`config.mk`:
```
export PLATFORM = sky130hd
export DESIGN_NAME = rv32im_alu_issue_flat
export DESIGN_NICKNAME = d
export VERILOG_FILES = /design/src/rtl/rv32im_alu_issue_pkg.sv /design/src/rtl/rv32im_alu_issue_if.sv /design/src/rtl/rv32im_imm_gen.sv /design/src/rtl/rv32im_alu_issue.sv /design/src/flat_wrapper.sv
export SDC_FILE = /design/constraint.sdc
export NUM_CORES = 1
export LEC_CHECK = 0
export CAP_MARGIN = 0
export CORE_MARGIN = 2
export CORE_UTILIZATION = 35
export CTS_CLUSTER_SIZE = 10
export DETAILED_ROUTE_END_ITERATION = 10
export DONT_BUFFER_PORTS = 1
export GPL_TIMING_DRIVEN = 1
export PLACE_DENSITY = 0.48
export SLEW_MARGIN = 20
export SYNTH_ARGS = -nofsm -noshare
export SYNTH_HDL_FRONTEND = slang
export SYNTH_SLANG_ARGS = --single-unit
```
`constraint.sdc`:
```
create_clock -name clk_i -period 4.06 [get_ports clk_i]
set_clock_uncertainty 0.2 [all_clocks]
set_input_delay 1.015 -clock clk_i [delete_from_list [all_inputs] [get_ports clk_i]]
set_output_delay 1.015 -clock clk_i [all_outputs]
set_load 0.05 [all_outputs]
```
`src/rtl/rv32im_alu_issue_pkg.sv`:
```
// Shared constants and types for the RV32IM ALU issue stage: opcodes, ALU op
// codes and the in-flight tracking entry.
package rv32im_pkg;

    localparam int XLEN = 32;

    localparam logic [6:0] OPC_OP     = 7'b0110011;
    localparam logic [6:0] OPC_OP_IMM = 7'b0010011;
    localparam logic [6:0] OPC_LUI    = 7'b0110111;
    localparam logic [6:0] OPC_AUIPC  = 7'b0010111;

    localparam logic [3:0] ALU_ADD  = 4'b0000;
    localparam logic [3:0] ALU_SUB  = 4'b1000;
    localparam logic [3:0] ALU_SLL  = 4'b0001;
    localparam logic [3:0] ALU_SLT  = 4'b0010;
    localparam logic [3:0] ALU_SLTU = 4'b0011;
    localparam logic [3:0] ALU_XOR  = 4'b0100;
    localparam logic [3:0] ALU_SRL  = 4'b0101;
    localparam logic [3:0] ALU_SRA  = 4'b1101;
    localparam logic [3:0] ALU_OR   = 4'b0110;
    localparam logic [3:0] ALU_AND  = 4'b0111;

    typedef struct packed {
        logic       valid;
        logic [4:0] rd;
    } track_t;

    // x0 is hard-wired, so it never creates a dependency.
    function automatic logic rs_match(input logic [4:0] rs, input track_t t);
        return (rs != 5'd0) && t.valid && (rs == t.rd);
    endfunction

endpackage

```
`src/rtl/rv32im_alu_issue_if.sv`:
```
// Fetch-to-issue instruction handshake: the fetch side is master, issue is slave.
interface rv32im_alu_issue_if;
    import rv32im_pkg::*;

    logic [31:0]     instr;
    logic [XLEN-1:0] pc;
    logic            instr_valid;
    logic            instr_ready;

    modport master (output instr, pc, instr_valid, input instr_ready);
    modport slave  (input instr, pc, instr_valid, output instr_ready);
endinterface

```
`src/rtl/rv32im_imm_gen.sv`:
```
// Immediate extraction from the upper instruction bits: sign-extended I-type,
// U-type, and the zero-extended shift amount used by immediate shifts.
module rv32im_imm_gen
    import rv32im_pkg::*;
(
    input  logic [19:0]     instr_hi,   // instr[31:12]
    output logic [XLEN-1:0] imm_i,
    output logic [XLEN-1:0] imm_u,
    output logic [XLEN-1:0] shamt
);
    assign imm_i = {{(XLEN-12){instr_hi[19]}}, instr_hi[19:8]};
    assign imm_u = {instr_hi, 12'b0};
    assign shamt = {{(XLEN-5){1'b0}}, instr_hi[12:8]};
endmodule

```
`src/rtl/rv32im_alu_issue.sv`:
```
// Issue stage for the RV32IM integer ALU: decode, operand forwarding from the
// ALU result, one-cycle RAW stall against the instruction just issued.
module rv32im_alu_issue
    import rv32im_pkg::*;
(
    input  logic                clk_i,
    input  logic                clear_i,
    rv32im_alu_issue_if.slave   fetch,
    output logic [4:0]          rs1_addr_o,
    output logic [4:0]          rs2_addr_o,
    input  logic [XLEN-1:0]     rs1_data_i,
    input  logic [XLEN-1:0]     rs2_data_i,
    input  logic [XLEN-1:0]     alu_result_i,
    input  logic                flush_i,
    output logic [3:0]          operation_o,
    output logic [XLEN-1:0]     operand1_o,
    output logic [XLEN-1:0]     operand2_o,
    output logic                data_ready_o,
    output logic [4:0]          rd_o,
    output logic                rd_write_o,
    output logic                illegal_o
);
    logic [6:0] opcode;
    logic [2:0] funct3;
    logic [6:0] funct7;
    logic [4:0] rd;
    logic [XLEN-1:0] imm_i, imm_u, shamt;
    logic [XLEN-1:0] rs1_val, rs2_val;
    logic [XLEN-1:0] op1_d, op2_d;
    logic [3:0]      op_d;
    logic            legal, use_rs1, use_rs2, hazard, accept;
    track_t          iss, ex;

    assign opcode     = fetch.instr[6:0];
    assign rd         = fetch.instr[11:7];
    assign funct3     = fetch.instr[14:12];
    assign funct7     = fetch.instr[31:25];
    assign rs1_addr_o = fetch.instr[19:15];
    assign rs2_addr_o = fetch.instr[24:20];

    rv32im_imm_gen u_imm_gen (
        .instr_hi (fetch.instr[31:12]),
        .imm_i    (imm_i),
        .imm_u    (imm_u),
        .shamt    (shamt)
    );

    // The register file is written at the end of the ALU-result cycle, so its
    // read data is stale for a source produced by the instruction in ex.
    assign rs1_val = rs_match(rs1_addr_o, ex) ? alu_result_i : rs1_data_i;
    assign rs2_val = rs_match(rs2_addr_o, ex) ? alu_result_i : rs2_data_i;

    always_comb begin
        // NOTE: every signal gets a default before the case so no path leaves
        // one unassigned, which would otherwise infer a latch.
        legal   = 1'b0;
        use_rs1 = 1'b0;
        use_rs2 = 1'b0;
        op_d    = ALU_ADD;
        op1_d   = rs1_val;
        op2_d   = rs2_val;
        unique case (opcode)
            OPC_OP: begin
                use_rs1 = 1'b1;
                use_rs2 = 1'b1;
                op_d    = {funct7[5], funct3};
                legal   = (funct7 == 7'b0000000) ||
                          (funct7 == 7'b0100000 && (funct3 == 3'b000 || funct3 == 3'b101));
            end
            OPC_OP_IMM: begin
                use_rs1 = 1'b1;
                op2_d   = imm_i;
                op_d    = {1'b0, funct3};
                legal   = 1'b1;
                if (funct3 == 3'b001) begin
                    op2_d = shamt;
                    legal = (funct7 == 7'b0000000);
                end else if (funct3 == 3'b101) begin
                    op2_d = shamt;
                    op_d  = {fetch.instr[30], funct3};
                    legal = (funct7 == 7'b0000000) || (funct7 == 7'b0100000);
                end
            end
            OPC_LUI: begin
                legal = 1'b1;
                op1_d = '0;
                op2_d = imm_u;
            end
            OPC_AUIPC: begin
                legal = 1'b1;
                op1_d = fetch.pc;
                op2_d = imm_u;
            end
            default: legal = 1'b0;
        endcase
    end

    // Illegal words read no sources, so they never stall.
    assign hazard = legal && ((use_rs1 && rs_match(rs1_addr_o, iss)) ||
                              (use_rs2 && rs_match(rs2_addr_o, iss)));
    assign fetch.instr_ready = ~clear_i & ~flush_i & ~hazard;
    assign accept = fetch.instr_valid & fetch.instr_ready;

    always_ff @(posedge clk_i) begin
        // NOTE: sequential state uses non-blocking assignments only, so every
        // register samples pre-edge values regardless of statement order.
        if (clear_i) begin
            operation_o  <= '0;
            operand1_o   <= '0;
            operand2_o   <= '0;
            data_ready_o <= 1'b0;
            rd_o         <= '0;
            rd_write_o   <= 1'b0;
            illegal_o    <= 1'b0;
            iss          <= '0;
            ex           <= '0;
        end else begin
            data_ready_o <= 1'b0;
            illegal_o    <= 1'b0;
            iss          <= '0;
            ex           <= flush_i ? '0 : iss;
            if (accept) begin
                if (legal) begin
                    data_ready_o <= 1'b1;
                    operation_o  <= op_d;
                    operand1_o   <= op1_d;
                    operand2_o   <= op2_d;
                    rd_o         <= rd;
                    rd_write_o   <= (rd != 5'd0);
                    iss          <= track_t'{valid: 1'b1, rd: rd};
                end else begin
                    illegal_o <= 1'b1;
                end
            end
        end
    end
endmodule

```
`src/flat_wrapper.sv`:
```
// flat-port wrapper written by rule: the top's interface ports become plain ports
module rv32im_alu_issue_flat import rv32im_pkg::*;
  (clk_i, clear_i, rs1_addr_o, rs2_addr_o, rs1_data_i, rs2_data_i, alu_result_i, flush_i, operation_o, operand1_o, operand2_o, data_ready_o, rd_o, rd_write_o, illegal_o, fetch_instr, fetch_pc, fetch_instr_valid, fetch_instr_ready);
  rv32im_alu_issue_if fetch_i ();
  input  logic clk_i;
  input  logic clear_i;
  output logic [4:0] rs1_addr_o;
  output logic [4:0] rs2_addr_o;
  input  logic [XLEN-1:0] rs1_data_i;
  input  logic [XLEN-1:0] rs2_data_i;
  input  logic [XLEN-1:0] alu_result_i;
  input  logic flush_i;
  output logic [3:0] operation_o;
  output logic [XLEN-1:0] operand1_o;
  output logic [XLEN-1:0] operand2_o;
  output logic data_ready_o;
  output logic [4:0] rd_o;
  output logic rd_write_o;
  output logic illegal_o;
  input wire logic [$bits(fetch_i.instr)-1:0] fetch_instr;
  input wire logic [$bits(fetch_i.pc)-1:0] fetch_pc;
  input wire logic [$bits(fetch_i.instr_valid)-1:0] fetch_instr_valid;
  output wire logic [$bits(fetch_i.instr_ready)-1:0] fetch_instr_ready;
  assign fetch_i.instr = fetch_instr;
  assign fetch_i.pc = fetch_pc;
  assign fetch_i.instr_valid = fetch_instr_valid;
  assign fetch_instr_ready = fetch_i.instr_ready;
  rv32im_alu_issue u_core (.clk_i(clk_i), .clear_i(clear_i), .fetch(fetch_i), .rs1_addr_o(rs1_addr_o), .rs2_addr_o(rs2_addr_o), .rs1_data_i(rs1_data_i), .rs2_data_i(rs2_data_i), .alu_result_i(alu_result_i), .flush_i(flush_i), .operation_o(operation_o), .operand1_o(operand1_o), .operand2_o(operand2_o), .data_ready_o(data_ready_o), .rd_o(rd_o), .rd_write_o(rd_write_o), .illegal_o(illegal_o));
endmodule
```
# Yosys cells after proc, flatten, opt, wreduce, memory -nomap -nowiden
# Cells that the tools add are included.
dict set report word_totals {
  reg_bits 88
  wordCells 74
}
dict set report classes {
  n_eq_ne 11
  n_mux 17
  n_bitwise 8
  reduce_logical 27
}
# op count
set ops {}
lappend ops {{32-bit 2-to-1 mux} 4}
lappend ops {{32-bit case mux with 2 select lines} 2}
lappend ops {{7-bit by 6-bit == test with 1-bit output (second input constant)} 3}
lappend ops {{5-bit == test} 4}
lappend ops {{5-bit nonzero test} 3}
lappend ops {{7-bit by 5-bit == test with 1-bit output (second input constant)} 2}
lappend ops {{1-bit logical AND} 12}
lappend ops {{4-bit 2-to-1 mux} 2}
lappend ops {{4-bit case mux with 2 select lines} 1}
lappend ops {{2-bit OR reduction} 4}
lappend ops {{7-bit zero test} 1}
lappend ops {{1-bit 2-to-1 mux} 6}
lappend ops {{6-bit 2-to-1 mux} 1}
lappend ops {{1-bit inverter} 5}
lappend ops {{1-bit logical OR} 4}
lappend ops {{1-bit AND} 3}
lappend ops {{3-bit by 1-bit == test with 1-bit output (second input constant)} 1}
lappend ops {{3-bit == test (second input constant)} 1}
lappend ops {{3-bit zero test} 1}
lappend ops {{1-bit case mux with 3 select lines} 1}
lappend ops {{3-bit OR reduction} 1}
lappend ops {{2-bit AND reduction} 1}

# Depth between registers and ports, before layout
# Gate-level depths: netlist of the first run.
dict set report depth {
  depth_word 11
  ltp_mapped 9
  depth_no_buf 7
}

# Cells and area by module
# From an unflattened synthesis of the first run, not the netlist that was laid out.
dict set report hier_totals {
  hier_cells 749
  area_unflattened_um2 6476.2
}
# module instances cells_per_inst area_per_inst_um2 seq_area_each_um2
set modules_own_cells {}
lappend modules_own_cells {rv32im_alu_issue 1 652 5751.8 1741.7}
lappend modules_own_cells {rv32im_imm_gen 1 97 724.4 0.0}

# Least setup slack after synthesis of the first run
# No wires, ideal clock.
dict set report synth_timing {
  kind {in2out}
  startpoint {in fetch_instr[21]}
  endpoint {out fetch_instr_ready}
  arrival_time_ps 2325
  path_slack_ps 520
  path_stages 5
  path_buffers 0
  path_cell_list {or4_4 -> nor2_1 -> nor4b_2 -> o211ai_1 -> and2_1}
}
dict set report synth_between {
  elab_chain_cells 8
  elab_cells_between_ends 9
  cone_classes {eq/ne: 1; bitwise: 2; reduce/logical: 6}
}
# element line_no
set synth_rtl {}
lappend synth_rtl {{from (decl)} flat_wrapper.sv:20} ;# input wire logic [$bits(fetch_i.instr)-1:0] fetch_instr;
lappend synth_rtl {{5-bit nonzero test} rv32im_alu_issue_pkg.sv:30} ;# return (rs != 5'd0) && t.valid && (rs == t.rd);
lappend synth_rtl {{1-bit logical AND} rv32im_alu_issue_pkg.sv:30}
lappend synth_rtl {{1-bit logical AND (*)} rv32im_alu_issue_pkg.sv:30}
lappend synth_rtl {{1-bit logical AND (*)} rv32im_alu_issue.sv:100} ;# (use_rs2 && rs_match(rs2_addr_o, iss)));
lappend synth_rtl {{1-bit logical OR (*)} rv32im_alu_issue.sv:99} ;# assign hazard = legal && ((use_rs1 && rs_match(rs1_addr_o, iss)) ||
lappend synth_rtl {{1-bit logical AND (*)} rv32im_alu_issue.sv:99}
lappend synth_rtl {{1-bit inverter (*)} rv32im_alu_issue.sv:101} ;# assign fetch.instr_ready = ~clear_i & ~flush_i & ~hazard;
lappend synth_rtl {{1-bit AND (*)} rv32im_alu_issue.sv:101}
lappend synth_rtl {{to (decl)} flat_wrapper.sv:23} ;# output wire logic [$bits(fetch_i.instr_ready)-1:0] fetch_instr_ready;
# Mark *: on every way between the ends. The rest lies on a longest branch, timed or not.

# Final worst setup path of the first run
dict set report layout_timing {
  startpoint {in fetch_instr[31]}
  endpoint {out fetch_instr_ready}
}
dict set report layout_between {
  elab_chain_cells 8
  elab_cells_between_ends 11
  cone_classes {eq/ne: 1; mux: 3; bitwise: 2; reduce/logical: 5}
}
# element line_no
set layout_rtl {}
lappend layout_rtl {{7-bit by 6-bit == test with 1-bit output or 7-bit zero test (tied branches)} --}
lappend layout_rtl {{1-bit logical OR} rv32im_alu_issue.sv:81} ;# legal = (funct7 == 7'b0000000) || (funct7 == 7'b0100000);
lappend layout_rtl {{1-bit 2-to-1 mux} rv32im_alu_issue.sv:78} ;# end else if (funct3 == 3'b101) begin
lappend layout_rtl {{1-bit 2-to-1 mux} rv32im_alu_issue.sv:75} ;# if (funct3 == 3'b001) begin
lappend layout_rtl {{1-bit case mux with 3 select lines (*)} rv32im_alu_issue.sv:62} ;# unique case (opcode)
lappend layout_rtl {{1-bit logical AND (*)} rv32im_alu_issue.sv:99}
lappend layout_rtl {{1-bit inverter (*)} rv32im_alu_issue.sv:101}
lappend layout_rtl {{1-bit AND (*)} rv32im_alu_issue.sv:101}
# Marks and branches as above.

==> flow_summary.ini, run 1 <==
[finish]
fin_nets = 692
final_area_mm2 = 0.00551
drive_above_1_share = 0.116
finish.utilization = 0.382
multiInputGateArea_mm2 = 0.00305
mostFrequentLayoutCell = dfxtp_1
syn_to_final_growth_pct = 7.39
final.fill_count = 1505
register_area_mm2 = 0.00174
layout_common_cells = 87 x dfxtp_1, 68 x mux2i_1, 49 x a21oi_1
fin_cells = 719

[clock_tree]
insertion_delay_ns = 0.35
cts_buffer_depth = 2
cts.htree.levels = 3
cts_tree = built
clkSinkCount = 87
post_cts_buffers = 0
root_buffer = clkbuf_16
numCtsBuffers = 9
cts.reportedPaths.clkPinSlew_ns = 0.07
postCtsHoldBufs = 0
cts_resized = 0

[flow_run]
cap_violations = 0

[power]
ir_worst_vdd_uv = 191
power_density_mw_per_mm2 = 345
leakagePower_nw = 2.54
p_sw_mw = 0.433
seq_power_share = 0.455
sw_frac_of_total = 0.228
combPwrFrac = 0.062
p_int_mw = 1.47
power_frac_clock = 0.482

[floorplan]
die_w_um = 125
row_count = 44
die_h_um = 125
initial_core_util = 0.356
die-area_mm2 = 0.0156
ios = 251
coreArea_mm2 = 0.0144

[timing]
min_period_ns = 3.68
rsz0062_at_grt = no
finalSetupViolations = 0
relSlewSlack = 0.358
worst_pin_slew_ns = 0.963
max_freq_ghz = 0.272
hold_viol_final = 0
setup_tns_ns = 0
drv_slew = 0
finalCritPeriodShare = 0.906

[synth]
netlist_area_mm2 = 0.00513
ys_ff_latch = 87
syn_nets = 725
yosysWarnings = 0
syn_inst = 561
synth_top_area_frac = 0.339
syn_avg_cell_area_um2 = 9.15
async_flop_share = 0
synth_flop_cell = dfxtp_1
ys_seq_area_frac = 0.339
synth_edf_count = 0
ys_types = 49
ys_top_cells_by_area = dfxtp_1 34%, mux2i_1 13%, nand2b_1 5.5%, a21oi_1 4.8%, mux2_2 4.4%
synth.largest_area_cell = dfxtp_1

[setup_path]
setup.worst_path.end_class = output port
cp-start-kind = input pin
cp_data_arrival_time_ns = 2.46
cp_max_fo = 4
timing_worst_setup_path_type = in -> out
cp.required_ns = 2.84

[global_route]
grt_first_pass_wirelength_mm = 27.4
gr-total-overflow = 0
antenna_found_initial = 1
grt_start_max_net_pins = 86
first_global_vias = 4277
grt_usage = 0.232

[place]
hpwl_mm = 14.1
post_dp_cell_area_mm2 = 0.00518
port_buffers = 0
gp_congestion = 0.900
dp_cells = 701

[detailed_routing]
antenna_left = 0
vias_per_cell = 6.00
drc_errors = 0
first_iter_violations = 246
route.detailed.wl_per_inst_um = 25.8
via_count = 4312
dr.pass1.iters = 6
wl_mm = 18.5

[status]
status = finished clean

[worst_hold_path]
hold_class = reg -> reg
==> worst max-delay path, stage by stage <==
cell,delay (ns)
or4_1,0.50
nor3_1,0.22
a211o_1,0.27
o211ai_1,0.11
and2_1,0.35
==> worst paths after layout <==
kind | start | to | slack, ns | cells after the start
max reg2reg | u_core.data_ready_o | u_core.operand2_o[9] | 1.01 | 8
min reg2reg | u_core.iss[0] | u_core.ex[0] | 0.32 | 1
max | fetch_instr[31] | fetch_instr_ready | 0.38 | 5
min | u_core.iss[0] | u_core.ex[0] | 0.32 | 1
==> power groups by stage <==
stage | sequential [mW] | clock, mW | combinational [mW]
after global routing | 0.865 | 0.973 | 0.128
after global placement | 0.885 | 0 | 0.118
after detailed placement | 0.885 | 0 | 0.118
after floorplan | 0.884 | 0 | 0.126
final | 0.865 | 0.917 | 0.119
after CTS | 0.865 | 0.937 | 0.119
==> cell families after synthesis <==
family          count (synthesis)  synth area share
xor+xnor                       20            0.0341
flops                          87             0.339
simple gates                  119             0.142
buf+inv                        71            0.0692
compound gates                170             0.226
mux                            94             0.190
==> layout make-up <==
cell class | count | share of cell area
flip-flops and latches | 87 | 0.316
well taps | 184 | 0.0418
repair buffers | 16 | 0.0218
multi-input cells | 403 | 0.553
diodes | 2 | 0.000908
clock inverters | 6 | 0.0152
clock buffers | 10 | 0.0434
inverters | 11 | 0.00749
==> stage by stage <==
| step | setup WS [ns] | hold slack [ns] | total power [mW] |
|---|---|---|---|
| after floorplan | 0.520 | 0.291 | 1.01 |
| after CTS | 0.429 | 0.317 | 1.92 |
| after global routing | 0.379 | 0.349 | 1.97 |
| after detailed placement | 0.433 | 0.307 | 1.00 |
| final | 0.382 | 0.319 | 1.90 |
| after global placement | 0.445 | 0.312 | 1.00 |
==> registers in the layout (all words and copies together) (netlist names) <==
signal,cells
u_core.iss,5
u_core.rd_o,5
u_core.ex,6
u_core.operation_o,4
u_core.operand1_o,32
u_core.data_ready_o,1
u_core.rd_write_o,1
u_core.operand2_o,32
u_core.illegal_o,1
==> cell usage after synthesis, drive strengths merged, types with 2 or more instances <==
library cell	count
and3	11
a21oi	50
dfxtp	87
mux2	26
nand2	7
a221oi	19
nand4	5
a32oi	6
or4	5
mux2i	68
a32o	5
xnor2	11
nor4	4
o41ai	7
clkinv	2
clkbuf	33
buf	27
nor2b	13
a21o	24
o21ai	28
a211oi	19
nor3	3
nor2	12
xor2	9
o211ai	7
and2	8
inv	9
nand2b	45
==> routing by layer <==
layer | global-route usage | up-vias | share of wire
met5 | 0 | - | 0
met4 | 0.0869 | 0 | 0.031
met3 | 0.0796 | 28 | 0.096
met2 | 0.364 | 221 | 0.45
met1 | 0.296 | 2078 | 0.42
li1 | - | 1985 | -
Note: power is estimated with default switching activity, not from simulation.
==> run 2, diff against run 1 <==
--- a/config.mk
+++ b/config.mk
@@ -6,7 +6,6 @@
 export NUM_CORES = 1
 export LEC_CHECK = 0
 export CAP_MARGIN = 0
-export CORE_MARGIN = 2
 export CORE_UTILIZATION = 35
 export CTS_CLUSTER_SIZE = 10
 export DETAILED_ROUTE_END_ITERATION = 10
==> flow_summary.ini, run 2 (synthesized netlist as in run 1, its figures left out) <==
[detailed_routing]
wl_mm = 18.7
via_count = 4291
route.detailed.wl_per_inst_um = 26.3
route.met3.wl_mm = 1.72
first_iter_violations = 242
antenna_left = 0
dr.pass1.iters = 4
drc_errors = 0
dr_wl_met2_mm = 8.86
highest_layer = met4
wl_met1_mm = 7.89
vias_per_cell = 6.03

[setup_path]
cp.required_ns = 2.84
setup.worst_path.end_class = output port
cp-start-kind = input pin
cp_data_arrival_time_ns = 2.42
cp_max_fo = 5
timing_worst_setup_path_type = in -> out

[global_route]
grt_usage = 0.245
grt_start_max_net_pins = 86
gr-total-overflow = 0
first_global_vias = 4215
antenna_found_initial = 1
grt_first_pass_wirelength_mm = 26.8

[floorplan]
die-area_mm2 = 0.0152
row_count = 43
initial_core_util = 0.364
die_h_um = 123
die_w_um = 123
coreArea_mm2 = 0.0141
ios = 251

[clock_tree]
post_cts_buffers = 0
cts.htree.levels = 3
cts_resized = 0
cts_buffer_depth = 2
insertion_delay_ns = 0.35
postCtsHoldBufs = 0
cts.reportedPaths.clkPinSlew_ns = 0.06
cts_tree = built
clkSinkCount = 87
root_buffer = clkbuf_16
numCtsBuffers = 9

[finish]
drive_above_1_share = 0.113
largestRegisters = u_core.operand1_o (32), u_core.operand2_o (32), u_core.ex (6)
syn_to_final_growth_pct = 7.78
register_area_mm2 = 0.00174
mostFrequentLayoutCell = dfxtp_1
final.fill_count = 1445
fin_nets = 691
multiInputGateArea_mm2 = 0.00305
layout_common_cells = 87 x dfxtp_1, 68 x mux2i_1, 49 x a21oi_1

[worst_hold_path]
hold_class = reg -> reg

[timing]
setup_tns_ns = 0
drv_slew = 0
relSlewSlack = 0.467
max_freq_ghz = 0.275
finalCritPeriodShare = 0.896
worst_slack_ns = 0.421
worst_pin_slew_ns = 0.799
min_period_ns = 3.64
finalSetupViolations = 0
rsz0062_at_grt = no
hold_viol_final = 0

[place]
port_buffers = 0
pre_cts_ws_ns = 0.438
gp_congestion = 0.951
hpwl_mm = 14.3

[status]
status = finished clean

[power]
ir_worst_vdd_uv = 188
leakagePower_nw = 2.55
power_density_mw_per_mm2 = 355

[flow_run]
cap_violations = 0
-- run 2: cell count changes in the layout (fill, tap and decap cells not counted) --
cell,change
buf_4,-2
buf_12,+1
clkinv_2,-3
bufinv_16,+1
diode_2,-1
clkinvlp_4,+1
-- run 2: critical path, stage by stage --
cell and delay [ns]:
or4_1 0.51, nor2_1 0.15, nor4_1 0.11, o211ai_1 0.18
and2_1 0.47
-- run 2: report_power, final --
part,internal [mW],leakage [nW],switching (mW)
logic,0.0590,1.68,0.0594
registers,0.856,0.701,0.0101
clock network,0.616,0.165,0.361
-- run 2: cell type report --
class                      count  area share
sequential                    87       0.315
antenna                        1    0.000452
timing repair buffer          15      0.0226
clock inverter                 5      0.0192
tap                          180      0.0407
multi-input combinational    403       0.551
clock buffer                  10      0.0432
inverter                      11     0.00746
-- run 2: stage by stage --
step	hold WS, ns	instances	instance area [um^2]	utilization	total power [mW]
6_report	0.326	712	5530	0.392	1.96
5_1_grt	0.335	712	5530	0.392	2.03
4_1_cts	0.327	711	5530	0.392	1.98
3_5_place_dp	0.318	696	5180	0.368	1.00
3_3_place_gp	0.313	696	5180	0.368	1.00
2_1_floorplan	0.291	561	5130	-	1.01
-- run 2: final timing paths --
check                 startpoint                   end  slack, ns  cells past startpoint
max              fetch_instr[15]     fetch_instr_ready       0.42                      5
min                u_core.iss[2]          u_core.ex[2]       0.33                      1
max reg2reg  u_core.data_ready_o  u_core.operand2_o[7]       1.19                      7
min reg2reg        u_core.iss[2]          u_core.ex[2]       0.33                      1
-- run 2: layer usage --
layer,global-route usage,vias to the layer above
li1,-,1986
met1,0.306,2104
met2,0.390,184
met3,0.101,17
met4,0.0633,0
met5,0,-
==> run 3, diff against run 2 <==
--- a/config.mk
+++ b/config.mk
@@ -12,6 +12,7 @@
 export DONT_BUFFER_PORTS = 1
 export GPL_TIMING_DRIVEN = 1
 export PLACE_DENSITY = 0.48
+export SKIP_LAST_GASP = 1
 export SLEW_MARGIN = 20
 export SYNTH_ARGS = -nofsm -noshare
 export SYNTH_HDL_FRONTEND = slang
==> results of run 3 <==
No change in the layout: final DEF, timing and power equal those of run 2.
